$ cat config.mk
export PLATFORM = sky130hd
export DESIGN_NAME = sipo_buffer
export DESIGN_NICKNAME = d
export VERILOG_FILES = /design/src/rtl/sipo_buffer.sv
export SDC_FILE = /design/constraint.sdc
export NUM_CORES = 1
export LEC_CHECK = 0
export ABC_CLOCK_PERIOD_IN_PS = 2750
export CAP_MARGIN = 20
export CORE_AREA = 8 8 449 451
export CTS_BUF_LIST = sky130_fd_sc_hd__clkbuf_2
export DETAILED_ROUTE_END_ITERATION = 7
export DIE_AREA = 0 0 457 459
export GPL_TIMING_DRIVEN = 0
export PLACE_DENSITY = 0.38
export SKIP_CTS_REPAIR_TIMING = 1
export SLEW_MARGIN = 20
export SYNTH_ARGS = -nofsm -noshare
export SYNTH_HDL_FRONTEND = slang
export SYNTH_SLANG_ARGS = --single-unit
$ cat constraint.sdc
create_clock -name clk -period 2.75 [get_ports clk]
set_clock_uncertainty 0.2 [all_clocks]
set_input_delay 0.4125 -clock clk [delete_from_list [all_inputs] [get_ports clk]]
set_output_delay 0.4125 -clock clk [all_outputs]
set_load 0.01 [all_outputs]
$ cat src/rtl/sipo_buffer.sv
// ============================================================================
// Module   : sipo_buffer
// Purpose  : Serial-in, parallel-out word buffer. It packs WIDTH-bit words,
//            received over a valid/ready handshake, into one DEPTH*WIDTH-bit
//            block, then presents the block on a second valid/ready handshake.
//            Word 0 occupies the most significant slice of the block.
// Revision : 1.0 - initial release
//
// Parameters
//   WIDTH      word width in bits (default 64)
//   DEPTH      words per block (default 17, one SHAKE256 rate block)
//
// Ports
//   clk        rising-edge clock
//   rst_n      asynchronous active-low reset
//   clear      synchronous flush of the partial or held block (highest priority)
//   in_valid   input word valid
//   in_ready   buffer can accept a word (high in FILL)
//   in_data    input word
//   in_last    final word of the message (SIPO_BUFFER_LAST_EN builds only)
//   out_valid  assembled block held and valid (high in HOLD)
//   out_ready  consumer takes the block
//   out_data   assembled block
//   out_count  number of words written into the current block
//   out_last   held block ends the message (SIPO_BUFFER_LAST_EN builds only)
//
// Configuration macro
//   SIPO_BUFFER_LAST_EN  when defined, adds in_last/out_last and allows a
//                        block to close early on a word flagged in_last.
// ============================================================================
`default_nettype none

module sipo_buffer #(
  parameter int unsigned WIDTH = 64,
  parameter int unsigned DEPTH = 17
) (
  input  logic                        clk,
  input  logic                        rst_n,
  input  logic                        clear,
  input  logic                        in_valid,
  output logic                        in_ready,
  input  logic [WIDTH-1:0]            in_data,
`ifdef SIPO_BUFFER_LAST_EN
  input  logic                        in_last,
  output logic                        out_last,
`endif
  output logic                        out_valid,
  input  logic                        out_ready,
  output logic [DEPTH*WIDTH-1:0]      out_data,
  output logic [$clog2(DEPTH+1)-1:0]  out_count
);

  localparam int unsigned CW = $clog2(DEPTH + 1);
  localparam int unsigned BW = DEPTH * WIDTH;

  typedef enum logic [0:0] {
    FILL = 1'b0,
    HOLD = 1'b1
  } state_e;

  state_e          state_q, state_d;
  logic [CW-1:0]   count_q, count_d;
  logic [BW-1:0]   data_q,  data_d;

  // Early-termination flag of the accepted word; constant 0 when the
  // message-boundary feature is not built.
  logic            w_word_last;
`ifdef SIPO_BUFFER_LAST_EN
  logic            last_q, last_d;
  assign w_word_last = in_last;
`else
  assign w_word_last = 1'b0;
`endif

  // --------------------------------------------------------------------------
  // Next-state logic
  // --------------------------------------------------------------------------
  always_comb begin
    state_d = state_q;
    count_d = count_q;
    data_d  = data_q;
`ifdef SIPO_BUFFER_LAST_EN
    last_d  = last_q;
`endif

    if (clear) begin
      // Flush wins over any word or handoff presented in the same cycle.
      state_d = FILL;
      count_d = '0;
      data_d  = '0;
`ifdef SIPO_BUFFER_LAST_EN
      last_d  = 1'b0;
`endif
    end else begin
      case (state_q)
        FILL: begin
          // in_ready is 1 throughout FILL, so in_valid alone accepts a word.
          if (in_valid) begin
            // Word k lands in slice DEPTH-1-k so word 0 is most significant.
            for (int k = 0; k < int'(DEPTH); k++) begin
              if (count_q == CW'(k)) begin
                data_d[(int'(DEPTH) - k) * int'(WIDTH) - 1 -: WIDTH] = in_data;
              end
            end
            count_d = count_q + CW'(1);
            if ((count_q == CW'(DEPTH - 1)) || w_word_last) begin
              state_d = HOLD;
`ifdef SIPO_BUFFER_LAST_EN
              last_d  = in_last;
`endif
            end
          end
        end

        HOLD: begin
          // Block is frozen until the consumer takes it; then start clean
          // so unwritten slots of the next block read as zero.
          if (out_ready) begin
            state_d = FILL;
            count_d = '0;
            data_d  = '0;
`ifdef SIPO_BUFFER_LAST_EN
            last_d  = 1'b0;
`endif
          end
        end

        default: begin
          state_d = FILL;
          count_d = '0;
          data_d  = '0;
`ifdef SIPO_BUFFER_LAST_EN
          last_d  = 1'b0;
`endif
        end
      endcase
    end
  end

  // --------------------------------------------------------------------------
  // State registers
  // --------------------------------------------------------------------------
  always_ff @(posedge clk or negedge rst_n) begin
    if (!rst_n) begin
      state_q <= FILL;
      count_q <= '0;
      data_q  <= '0;
    end else begin
      state_q <= state_d;
      count_q <= count_d;
      data_q  <= data_d;
    end
  end

`ifdef SIPO_BUFFER_LAST_EN
  always_ff @(posedge clk or negedge rst_n) begin
    if (!rst_n) begin
      last_q <= 1'b0;
    end else begin
      last_q <= last_d;
    end
  end

  assign out_last = last_q;
`endif

  // --------------------------------------------------------------------------
  // Outputs: pure decodes of registered state, so out_ready never reaches
  // in_ready combinationally.
  // --------------------------------------------------------------------------
  assign in_ready  = (state_q == FILL);
  assign out_valid = (state_q == HOLD);
  assign out_data  = data_q;
  assign out_count = count_q;

endmodule

`default_nettype wire

==> metrics.log <==
[metrics] outcome: finished, violations left
[metrics] violations in the final reports: negative hold slack, negative setup slack
[metrics] warning count from the yosys run: 0
[metrics] wire length of the first global-routing pass: 339.7 mm
[metrics] instance count of the mapped netlist: 2852
[metrics] total nets after synthesis: 2926
[metrics] proportion of netlist area held by the largest area contributor: 0.6730
[metrics] placed wire-length estimate after detailed placement: 190.1 mm
[metrics] setup repair after global routing missed its margin: true
[metrics] initial core utilization: 0.2095
[metrics] f_max: 311.0 MHz
[metrics] crit-path cells: dlygate4sd3_1 -> buf_2 -> dlygate4sd3_1 -> buf_2 -> buf_2 -> xor2_1 -> a2bb2oi_1 -> dlygate4sd3_1 -> nor2_1 -> dlygate4sd3_1
[metrics] delay of the slowest critical-path stage: 0.83 ns
[metrics] number of nets still failing antenna checks after routing: 0
[metrics] Comb power frac: 0.117
[metrics] post-layout minimum cycle time: 3.215 ns
[metrics] count of clock tree sinks: 1094
[metrics] relative slew slack: 0.1600
[metrics] maxcap violations: 0
[metrics] 1st-pass router iterations: 7
[metrics] average footprint of a synthesized cell: ~14 um2
[metrics] overall routed net length: between 200 and 300 mm
[metrics] vias in the first global route: about 36000
[metrics] nets: about 4900
[metrics] area of the mapped netlist: 40680 um2
[metrics] part of the total power dissipated in the clock network: 0.384
[metrics] IO buf count: around 1100
[metrics] CTS tree: built
[metrics] die area: between 200000 and 250000 um2
[metrics] number of distinct standard cells referenced by the synthesized netlist: 45
[metrics] data required time of the worst path: 4.17 ns
[metrics] number of top-level pins: 1164
[metrics] Startpoint Class: input pin
[metrics] Critical Path Fanout Max: 10
[metrics] cell repeated most along the worst path: sky130_fd_sc_hd__dlygate4sd3_1
[metrics] #FFs+latches synth: 1094
[metrics] DRC violations left: 0
[metrics] category of the worst setup path capture point: register
[metrics] maximum root-to-sink buffer count: 4
[metrics] P_leak: 39.02 nW
[metrics] post-route worst setup slack: -0.4655 ns
[metrics] GR Util All Layers: 0.2335
[metrics] number of placement rows: 162
[metrics] dominant cells by area after synthesis: sky130_fd_sc_hd__dfrtp_1, sky130_fd_sc_hd__o2bb2ai_1, sky130_fd_sc_hd__a32o_1
[metrics] worst ir drop on vdd: 250.7 uV
[metrics] share of final-layout standard cells stronger than drive strength 1: 0.3351
[metrics] number of clock buffers inserted by TritonCTS: around 340
[metrics] source of the critical timing path: in_valid
[metrics] depth of the most critical reg-to-reg path: 8
[metrics] critical path class: in -> reg
[metrics] core outline area: around 190000 um2
[metrics] DRC marker count from the first detailed-route iteration: around 2200
[metrics] wire per inst: 34.75 um
[metrics] fraction of registers with async set or reset after synthesis: 1.000
[metrics] cell type contributing the most total cell area after synthesis: sky130_fd_sc_hd__dfrtp_1
[metrics] clock transition at the registers of the reported paths: 0.11 ns
[metrics] insertion delay of the later-clocked pin in the worst-skew pair: 1.74 ns
[metrics] final core utilization: 0.3305
[metrics] pwr/cell area: 518.4 nW/um2
[metrics] Switching Fraction: 0.3185
[metrics] Tightest Pin Transition: 1.260 ns
[metrics] worst path arrival time: 4.64 ns
[metrics] number of filler instances in the final layout: 19910
[metrics] routability congestion estimate: 0.8252
[metrics] cell internal pwr: 22.67 mW
[metrics] worst setup path endpoint: out_count[0]
[metrics] GRT overflow: 0
[metrics] via count: 35530
[metrics] Final setup viols: about 1500
[metrics] part of the power in registers: 0.499
[metrics] master of the slowest instance on the critical path: sky130_fd_sc_hd__dlygate4sd3_1
[metrics] number of H-tree levels: 5
[metrics] number of enable-type register cells in the synthesized netlist: 0
[metrics] maximum number of pins on one net before global-route repair: 135
[metrics] Pins Over Slew Limit: 0
[metrics] worst hold-check path type: in -> async
[metrics] Die Span Y: 459 um
[metrics] worst hold-check slack: -1.615 ns
[metrics] area overhead of the layout relative to synthesis: 57.75%
[metrics] internal reg-to-reg setup slack: -0.38 ns
[metrics] top flip-flop cell by instance count after synthesis: sky130_fd_sc_hd__dfrtp_1
[metrics] initial antenna violation count: 31
[metrics] final standard cell area without fillers: 64170 um2
[metrics] Placement Cell Area: roughly 56000 um2
[metrics] portion of the post-synthesis area used by sequential elements: 0.6730
[metrics] endpoint of the lowest-slack register-to-register path: out_data[653]
[metrics] count of final hold-check violations: 630
[metrics] worst r2r src: out_valid
[metrics] part of the cycle the worst path needs: 1.169
[metrics] net switching power of the design: 10.59 mW
[metrics] floorplan die width: 457 um
[metrics] root buffer cell: sky130_fd_sc_hd__clkbuf_2
[metrics] vias per cell: about 4.7
power by group through the flow:
stage | registers [mW] | clock network, mW | logic, mW
after floorplan | 17.0 | 0 | 1.01
after global placement | 17.0 | 0 | 3.32
after detailed placement | 16.9 | 0 | 3.64
after CTS | 16.6 | 13.4 | 3.64
after global routing | 16.6 | 14.2 | 4.13
final | 16.6 | 12.8 | 3.89
synthesized netlist by cell type (all sizes together), types with 4 or more instances:
library cell,count
o2bb2ai,701
ha,5
inv,68
a22o,134
a31oi,8
nor4b,4
mux2i,66
a32o,189
clkbuf,77
o21ai,7
nand2,199
dfrtp,1094
a21oi,9
nor2,8
buf,248
state kept, by name, indices dropped and copies added, names as in the netlist:
signal and flops:
out_count 5, out_valid 1, out_data 1088
worst max-delay path, delay by kind of cell:
family          cells  cell delay (ns)
compound gates      1             0.17
buf+inv             7             3.85
xor+xnor            1             0.14
simple gates        1             0.04
final cells by class:
cell class | count | area (um2) | area share
Antenna cell | 16 | 40.04 | 0.0006239
Buffer | 323 | 1777 | 0.02769
Clock buffer | 477 | 2387 | 0.03720
Clock inverter | 63 | 370.4 | 0.005771
Inverter | 68 | 260.3 | 0.004056
Multi-Input combinational cell | 1365 | 11560 | 0.1802
Sequential cell | 1094 | 27400 | 0.4270
Tap cell | 2542 | 3181 | 0.04956
Timing Repair Buffer | 1582 | 17190 | 0.2679
how the worst min path moves through the flow:
stage                              from            end  slack, ns  depth (start not counted)
final                             rst_n  out_data[719]      -1.62                          1
after CTS                         rst_n  out_data[845]      -1.96                          1
after floorplan                   rst_n   out_count[0]      -0.08                          0
after detailed placement  out_data[394]  out_data[394]       0.27                          1
after global routing              rst_n  out_data[845]      -1.91                          1
after global placement    out_data[560]  out_data[560]       0.27                          1
per-stage QoR:
stage	hold WS, ns	std cells	total power, mW	worst slack [ns]	setup TNS, ns
floorplan	-0.08309	2852	18.02	0.4787	0
finish	-1.615	7530	33.26	-0.4655	-255.91
CTS	-1.964	7068	33.59	-1.620	-1471.47
detailed placement	0.2726	6528	20.53	-1.297	-700.06
global route	-1.910	7525	34.96	-0.8096	-723.77
global placement	0.2701	6492	20.29	-54.14	-
logic make-up (layout without fill, tap and decap cells):
logic type / count (synthesis) / in the layout / share of synthesized area
flops: 1094 / 1094 / 0.6730
compound gates: 1059 / 1059 / 0.2356
buf+inv: 393 / 2513 / 0.04743
simple gates: 233 / 233 / 0.02578
mux: 66 / 66 / 0.01624
fa+ha+maj: 5 / 5 / 0.001538
xor+xnor: 2 / 2 / 0.0004307
other cells: 0 / 16 / 0
routing by layer:
metal | track usage | part of all wire
met3 | 0.09940 | 0.093
met1 | 0.2817 | 0.40
met4 | 0.07179 | 0.035
met2 | 0.3792 | 0.47
met5 | 0 | 0.00015
cells in the final DEF, fill, tap and decap left out, drive strengths merged, types with 66 or more instances in the layout:
cell type / instances
dfrtp: 1094
buf: 1024
o2bb2ai: 701
clkbuf: 641
dlymetal6s2s: 555
nand2: 199
a32o: 189
dlygate4sd3: 159
a22o: 134
inv: 72
mux2i: 66
Note: power is estimated with default switching activity, not from simulation.
